===== src/rtl/sequenciador_multiciclo.sv =====
// Multicycle sequencer: walks each instruction through FETCH/DECODE/EXEC/MEM/WB,
// turning the decoder's static flags into per-phase strobes with a memory wait-state timeout.
module sequenciador_multiciclo #(
  parameter int unsigned MEM_TIMEOUT = 16,
  parameter int unsigned CNT_W       = 16
) (
  input  logic             clock,
  input  logic             resetn,
  input  logic             start,
  input  logic             i_escrevmem,
  input  logic             i_lermem,
  input  logic             i_jump,
  input  logic             i_halt,
  input  logic             i_escrevreg,
  input  logic             i_beqz,
  input  logic             zero,
  input  logic             mem_ready,
  output logic             ir_load,
  output logic             pc_write,
  output logic [1:0]       pc_src,
  output logic             mem_req,
  output logic             mem_we,
  output logic             reg_we,
  output logic             busy,
  output logic             halted,
  output logic             timeout_err,
  output logic [CNT_W-1:0] instr_count
);

  localparam int unsigned WAIT_W = $clog2(MEM_TIMEOUT + 2);

  typedef enum logic [2:0] {
    S_IDLE, S_FETCH, S_DECODE, S_EXEC, S_MEM, S_WB, S_HALTED
  } state_t;

  state_t            state_q, state_d;
  logic              escrevmem_q, lermem_q, jump_q, beqz_q, escrevreg_q;
  logic [WAIT_W-1:0] wait_q, wait_d;
  logic              timeout_q;
  logic [CNT_W-1:0]  count_q;
  logic              expire_c;
  logic              to_fire_c;

  // Last permitted wait cycle without mem_ready; disabled when MEM_TIMEOUT is 0.
  assign expire_c = (MEM_TIMEOUT != 0) && (wait_q == WAIT_W'(MEM_TIMEOUT - 1));

  always_comb begin
    state_d   = state_q;
    ir_load   = 1'b0;
    pc_write  = 1'b0;
    pc_src    = 2'b00;
    mem_req   = 1'b0;
    mem_we    = 1'b0;
    reg_we    = 1'b0;
    halted    = 1'b0;
    to_fire_c = 1'b0;
    case (state_q)
      S_IDLE: begin
        if (start) state_d = S_FETCH;
      end
      S_FETCH: begin
        mem_req = 1'b1;
        if (mem_ready) begin
          ir_load = 1'b1;
          state_d = S_DECODE;
        end else if (expire_c) begin
          to_fire_c = 1'b1;
          state_d   = S_HALTED;
        end
      end
      S_DECODE: begin
        state_d = i_halt ? S_HALTED : S_EXEC;
      end
      S_EXEC: begin
        if (jump_q) begin
          pc_write = 1'b1;
          pc_src   = 2'b10;
          state_d  = S_FETCH;
        end else if (beqz_q) begin
          pc_write = 1'b1;
          pc_src   = zero ? 2'b01 : 2'b00;
          state_d  = S_FETCH;
        end else if (lermem_q || escrevmem_q) begin
          state_d = S_MEM;
        end else begin
          state_d = S_WB;
        end
      end
      S_MEM: begin
        mem_req = 1'b1;
        mem_we  = escrevmem_q;
        if (mem_ready) begin
          if (escrevmem_q) begin
            pc_write = 1'b1;
            state_d  = S_FETCH;
          end else begin
            state_d = S_WB;
          end
        end else if (expire_c) begin
          to_fire_c = 1'b1;
          state_d   = S_HALTED;
        end
      end
      S_WB: begin
        reg_we   = escrevreg_q;
        pc_write = 1'b1;
        state_d  = S_FETCH;
      end
      S_HALTED: begin
        halted = 1'b1;
        if (start) state_d = S_FETCH;
      end
      default: state_d = S_IDLE;
    endcase
  end

  // Wait counter restarts on every completed access and on every state change.
  always_comb begin
    wait_d = '0;
    if ((state_d == state_q) && mem_req && !mem_ready) wait_d = wait_q + WAIT_W'(1);
  end

  always_ff @(posedge clock or negedge resetn) begin
    if (!resetn) begin
      state_q     <= S_IDLE;
      escrevmem_q <= 1'b0;
      lermem_q    <= 1'b0;
      jump_q      <= 1'b0;
      beqz_q      <= 1'b0;
      escrevreg_q <= 1'b0;
      wait_q      <= '0;
      timeout_q   <= 1'b0;
      count_q     <= '0;
    end else begin
      state_q   <= state_d;
      wait_q    <= wait_d;
      timeout_q <= timeout_q | to_fire_c;
      if (pc_write) count_q <= count_q + CNT_W'(1);
      if (state_q == S_DECODE) begin
        escrevmem_q <= i_escrevmem;
        lermem_q    <= i_lermem;
        jump_q      <= i_jump;
        beqz_q      <= i_beqz;
        escrevreg_q <= i_escrevreg;
      end
    end
  end

  assign busy        = (state_q != S_IDLE) && (state_q != S_HALTED);
  assign timeout_err = timeout_q;
  assign instr_count = count_q;

endmodule


===== config.mk =====
export PLATFORM = sky130hd
export DESIGN_NAME = sequenciador_multiciclo
export DESIGN_NICKNAME = d
export VERILOG_FILES = /design/src/rtl/sequenciador_multiciclo.sv
export SDC_FILE = /design/constraint.sdc
export NUM_CORES = 1
export LEC_CHECK = 0
export ABC_AREA = 1
export CAP_MARGIN = 0
export CORE_ASPECT_RATIO = 1.4
export CORE_MARGIN = 2
export CORE_UTILIZATION = 40
export DETAILED_ROUTE_END_ITERATION = 10
export PLACE_DENSITY_LB_ADDON = 0.08
export SYNTH_ARGS = -nofsm -noshare
export SYNTH_HDL_FRONTEND = slang
export SYNTH_SLANG_ARGS = --single-unit

===== constraint.sdc =====
create_clock -name clock -period 1.54 [get_ports clock]
set_input_delay 0.308 -clock clock [delete_from_list [all_inputs] [get_ports clock]]
set_output_delay 0.308 -clock clock [all_outputs]
set_load 0.05 [all_outputs]

==> results of run 1 <==
[worst max-delay path, stage by stage, from the launching register on]
cell	delay (ns)
dfrtp_2	0.46
inv_1	0.10
nand3_1	0.16
nor2_2	0.18
buf_12	0.15
[cells in the final DEF (no fill, tap or decap), types with 7 or more instances in the layout]
master,instances
nor2_1,28
o21ai_2,12
dfrtp_1,24
inv_2,7
nand3_1,11
o21ai_0,10
clkdlybuf4s50_1,10
nor2_2,7
buf_4,34
buf_12,27
xor2_1,7
nand2_1,56
inv_1,23
nand4_1,9
[cell type report]
class | count | area share, %
repair buffers | 72 | 30.8
clock buffers | 6 | 2.79
well taps | 62 | 2.62
flip-flops and latches | 30 | 25.6
inverters | 31 | 4.01
multi-input cells | 170 | 34.2
[cells by family after synthesis]
family                   Yosys count  synth area share, %
buffers and inverters             36                 9.30
AO/OA/AOI/OAI                     27                 10.1
AND/OR/NAND/NOR                  130                 32.8
adder cells (fa/ha/maj)            3                 2.05
flip-flops                        30                 41.0
XOR/XNOR                          10                 4.79
[what timing repair did]
item	in CTS	in global routing
setup buffers	12	5
pin swaps	9	10
gates resized for setup	18	15
setup endpoints to repair	14	28
[flip-flops by register name, indices dropped and copies added, names as in the netlist]
register / cells
beqz_q: 1
escrevmem_q: 1
escrevreg_q: 1
instr_count: 16
jump_q: 1
lermem_q: 1
state_q: 3
timeout_err: 1
wait_q: 5
[metrics by stage]
stage | setup WS [ns] | total power [mW] | std cells | cell area (um^2)
global route | -0.174 | 4.67 | 371 | 2960
global placement | -0.0952 | 3.32 | 348 | 2650
CTS | -0.106 | 4.26 | 366 | 2880
finish | -0.0934 | 4.40 | 371 | 2960
floorplan | -0.120 | 2.47 | 236 | 1850
detailed placement | -0.119 | 3.34 | 348 | 2650
[how the worst max path moves through the flow]
| stage | startpoint | endpoint | slack (ns) | depth (start not counted) |
|---|---|---|---|---|
| after global placement | mem_ready | wait_q[0] | -0.1 | 9 |
| after detailed placement | wait_q[0] | wait_q[1] | -0.12 | 10 |
| final | state_q[2] | pc_src[0] | -0.09 | 4 |
| after CTS | state_q[0] | pc_write | -0.11 | 6 |
| after floorplan | state_q[2] | pc_src[0] | -0.12 | 4 |
| after global routing | state_q[0] | pc_write | -0.17 | 6 |
[routing by layer]
layer | up-vias | global-route usage, %
li1 | 900 | -
met1 | 843 | 23.0
met2 | 41 | 35.4
met3 | 7 | 4.03
met4 | 0 | 8.70
met5 | - | 0
[power groups by stage]
| stage | Combinational (mW) | Sequential, mW | Clock (mW) |
|---|---|---|---|
| 2_1_floorplan | 1.19 | 1.28 | 0 |
| 3_3_place_gp | 2.15 | 1.17 | 0 |
| 3_5_place_dp | 2.16 | 1.18 | 0 |
| 4_1_cts | 2.47 | 1.15 | 0.639 |
| 5_1_grt | 2.82 | 1.19 | 0.669 |
| 6_report | 2.62 | 1.16 | 0.616 |
==> flow_metrics.tcl, run 1 <==
set metrics [dict create \
    outcome "finished, violations left" \
    violations "setup timing" \
    yosys_warnings 0 \
    synth_area_leaders "dfrtp_1 41%, nand2_1 12%, nor2_1 7.6%" \
    via_per_inst 4.83 \
    layout-drive-gt1-share_pct 39.8 \
    first_global_vias 1873 \
    yosysMostFrequentCell "nand2_1" \
    swShare_pct 43.2 \
    grt_pass1_wl_um 8040 \
    ant_nets 0 \
    fin_crit_ns 1.63 \
    grt_max_degree 31 \
    slew_violations 0 \
    port_buffers 36 \
    cp.arrival_ns 1.33 \
    multi_input_area_um2 1010 \
    cts_tree "built" \
    fillerInstances 391 \
    synth.distinct_cells 29 \
    totalWireLength_um 4560 \
    p_clk_share_pct 14.0 \
    die_h_um 84.0 \
    r2r-end "wait_q[4]" \
    dr_wl_met2_um 2590 \
    clk_latency_ns 0.27 \
    nNetsFinal 324 \
    die_w_um 61.2 \
    max_freq_mhz 612 \
    area_delta_synth_final_pct 61.9 \
    finalHoldViolations 0 \
    fin_crit_sh_pct 106 \
    finalSetupTns_ns -0.816 \
    seq_power_share_pct 26.5 \
    wl_met3_um 148 \
    power_switching_mw 1.90 \
    diodes 0 \
    drv_cap 0 \
    grt_overflow 0 \
    numCtsBuffers 5 \
    reg2reg_depth 10 \
    ys_seq_elements 30 \
    leakage_nw 1.33 \
    wl_met1_um 1760 \
    drtIter0Drc 70 \
    power.internal_mw 2.50 \
    netlist.area_leader.share_pct 41.0 \
    timing.hold.ws_ns 0.400 \
    ys.flop_type "dfrtp_1" \
    dr.pass1.iters 5 \
    seq_area_um2 758 \
    clockRootBuffer "clkbuf_8" \
    tightestPinTransition_ns 0.349 \
    reg2reg_from "wait_q[1]" \
    synth_area_per_cell_um2 7.75 \
    postCtsHoldBufs 0 \
    highest_layer "met4" \
    startpoint_type "register" \
    h-tree-depth 2 \
    setup_viol 13 \
    vias 1791 \
    ys_async_sr_fraction_pct 100 \
    p_comb_share_pct 59.5 \
    worst_setup_path_end_kind "output pin" \
    dieArea_um2 5140 \
    fin_worst_skew_ns 0.00225 \
    clk_pin_slew_ns 0.06 \
    io_pins 37 \
    yosys-top-cells-count "59 x nand2_1, 37 x nor2_1, 30 x dfrtp_1" \
    grt_setup_unrepaired "yes" \
    syn_area_um2 1830 \
    fin_util_pct 66.4 \
    crit_type "reg -> out" \
    syn-instance-count 236 \
    start_util_pct 41.0 \
    yosysTopAreaCell "dfrtp_1" \
    synth-edff-count 0 \
    post-route-drc-count 0 \
    peakVddDrop_v 0.00113 \
    p_per_area_nw_per_um2 1480 \
    clkSinkCount 30 \
    cts_buffer_depth 2 \
    setup_slack_ns -0.0934 \
    relSlewSlack_pct 76.6 \
    hpwl_um 3210 \
    grt_antenna_before_repair 0 \
    syn-num-nets 250 \
    core.rowCount 29 \
    yosysSeqAreaShare_pct 41.0 \
    crit_fanout 6 \
    r2r_slack_ns -0.05 \
    required_ns 1.23 \
    hp-class "in -> async" \
    core-area_um2 4460 \
    gp_congestion 0.855 \
    track_usage_pct 20.4 \
    wire_per_inst_um 12.3 \
]
Power figures use the tool's default switching activity.
==> run 2: changes to the inputs <==
- DONT_BUFFER_PORTS: default -> 1
==> run 2 against run 1 <==
  * The run still ends with setup timing left
  * Sequential share of layout area rose by 3.5 points
  * Sequential power barely moved
  * Clock skew increased by 0.0066 ns
  * Largest power group unchanged
  * Maximum frequency fell by 0.51%
  * Clock power is 4.2% higher
  * Combinational power fell by 9.2%
  * Flip-flop and latch count did not move
  * Power is 4.9% lower
  * Via count shrank 2.8%
  * Register-to-register slack worse by 0.02 ns
  * Critical path type unchanged
==> flow_metrics.tcl, run 2 (synthesis gave the netlist of run 1 again) <==
set metrics [dict create \
    outcome "finished, violations left" \
    violations "setup timing" \
    r2r-end "wait_q[1]" \
    crit_type "reg -> out" \
    dieArea_um2 5140 \
    fin_crit_sh_pct 107 \
    finalHoldViolations 0 \
    p_per_area_nw_per_um2 1610 \
    fin_util_pct 58.3 \
    final_common_cell "nand2_1" \
    first_global_vias 1654 \
    hpwl_um 3170 \
    vias 1741 \
    total_power_mw 4.18 \
    largest_register_ffs 16 \
    worst_setup_path_end_kind "output pin" \
    crit_fanout 6 \
    cp-endpoint "pc_write" \
    cp_slowest_stage_delay_ns 0.45 \
    drv_cap 0 \
    die_w_um 61.2 \
    grt_overflow 0 \
    tightestPinTransition_ns 0.473 \
    drtIter0Drc 78 \
    grt_pass1_wl_um 7220 \
    ant_nets 0 \
    cts_tree "built" \
    dp_cells 330 \
    relSlewSlack_pct 68.5 \
    grt_antenna_before_repair 0 \
    wl_met3_um 235 \
    leakage_nw 1.21 \
    fin_crit_ns 1.64 \
    wl_met1_um 1730 \
    nNetsFinal 309 \
    post-route-drc-count 0 \
    crit_path_start "state_q[0]" \
    grt_max_degree 31 \
    clk_latency_ns 0.28 \
    hp-class "in -> reg" \
    clkSinkCount 30 \
    numCtsBuffers 5 \
    cp.arrival_ns 1.33 \
    r2r_slack_ns -0.07 \
    track_usage_pct 18.6 \
    diodes 0 \
    fin_worst_skew_ns 0.00882 \
    required_ns 1.23 \
    max_freq_mhz 609 \
    via_per_inst 4.88 \
    core-area_um2 4460 \
    reg2reg_depth 10 \
    final_cells 357 \
    clockRootBuffer "clkbuf_8" \
    startpoint_type "register" \
    highest_layer "met4" \
    clk_pin_slew_ns 0.07 \
    crit_path_frequent_cell "nand3_4" \
    layout-drive-gt1-share_pct 38.6 \
    gp_congestion 0.792 \
    dr.pass1.iters 4 \
    layout_common_cells "58 x nand2_1, 44 x buf_4, 30 x nor2_1, 25 x dfrtp_1, 23 x inv_1" \
    setup_viol 12 \
    io_pins 37 \
    port_buffers 0 \
    peakVddDrop_v 0.00114 \
    setup_slack_ns -0.102 \
    reg2reg_from "wait_q[0]" \
    area_delta_synth_final_pct 42.1 \
    wire_per_inst_um 12.5 \
    dr_wl_met2_um 2370 \
    timing.hold.ws_ns 0.152 \
    die_h_um 84.0 \
    slew_violations 0 \
    core.rowCount 29 \
    crit_chain "nor2_2 -> nand2_2 -> inv_2 -> nand3_4 -> nand3_4 -> buf_12" \
    totalWireLength_um 4460 \
    cts_buffer_depth 2 \
    h-tree-depth 2 \
    grt_setup_unrepaired "yes" \
    start_util_pct 41.0 \
    slowest_stage "dfrtp_2" \
]
[run 2: cell types whose count changed in the layout (fill, tap and decap cells not counted), sizes merged]
cell / change
buf: -6
clkbuf: +1
clkdlybuf4s50: -10
dlygate4sd3: +1
[run 2: critical path, delay by kind of cell, from the launching register on]
kind | cells | cell delay [ns]
buffers and inverters | 2 | 0.23
and+or+nand+nor | 4 | 0.37
DFF | 1 | 0.45
[run 2: power breakdown]
part | switching, mW | internal [mW] | total (mW)
clock | 0.288 | 0.354 | 0.642
combinational | 1.38 | 0.995 | 2.38
sequential | 0.191 | 0.968 | 1.16
total | 1.86 | 2.32 | 4.18
[run 2: how the worst min path moves through the flow]
| stage | start | endpoint | slack [ns] | depth (start not counted) |
|---|---|---|---|---|
| CTS | i_lermem | lermem_q | 0.14 | 2 |
| global placement | resetn | instr_count[2] | 0.01 | 0 |
| floorplan | resetn | beqz_q | 0.01 | 0 |
| finish | i_jump | jump_q | 0.15 | 2 |
| detailed placement | resetn | instr_count[1] | 0.01 | 0 |
| global route | i_lermem | lermem_q | 0.14 | 2 |
[run 2: metrics by stage]
step	TNS, ns	cell area [um^2]	setup WS (ns)
2_1_floorplan	-0.227	1850	-0.120
3_3_place_gp	-0.0975	2240	-0.0213
3_5_place_dp	-0.431	2240	-0.100
4_1_cts	-0.795	2470	-0.106
5_1_grt	-1.69	2600	-0.163
6_report	-0.739	2600	-0.102
[run 2: layer usage]
layer  GRT usage [%]  up-vias
met5               0        -
met4            9.09        0
met3            4.65       12
met2            32.1       45
met1            20.0      814
li1                -      870
[run 2: timing repair]
item | in CTS | in global routing
hold endpoints to repair | 30 | 0
cloned | 0 | 0
setup endpoints to repair | 14 | 23
resized for setup | 11 | 21
hold buffers | 2 | 0
pin swaps | 7 | 8
buffers inserted | 11 | 7
[run 2: area by class of cell]
| cell class | instances | area [um^2] |
|---|---|---|
| clock buffer | 7 | 86.3 |
| fill | 413 | 1860 |
| inverter | 31 | 119 |
| multi-input combinational | 170 | 1010 |
| sequential | 30 | 757 |
| tap | 62 | 77.6 |
| timing repair buffer | 57 | 546 |
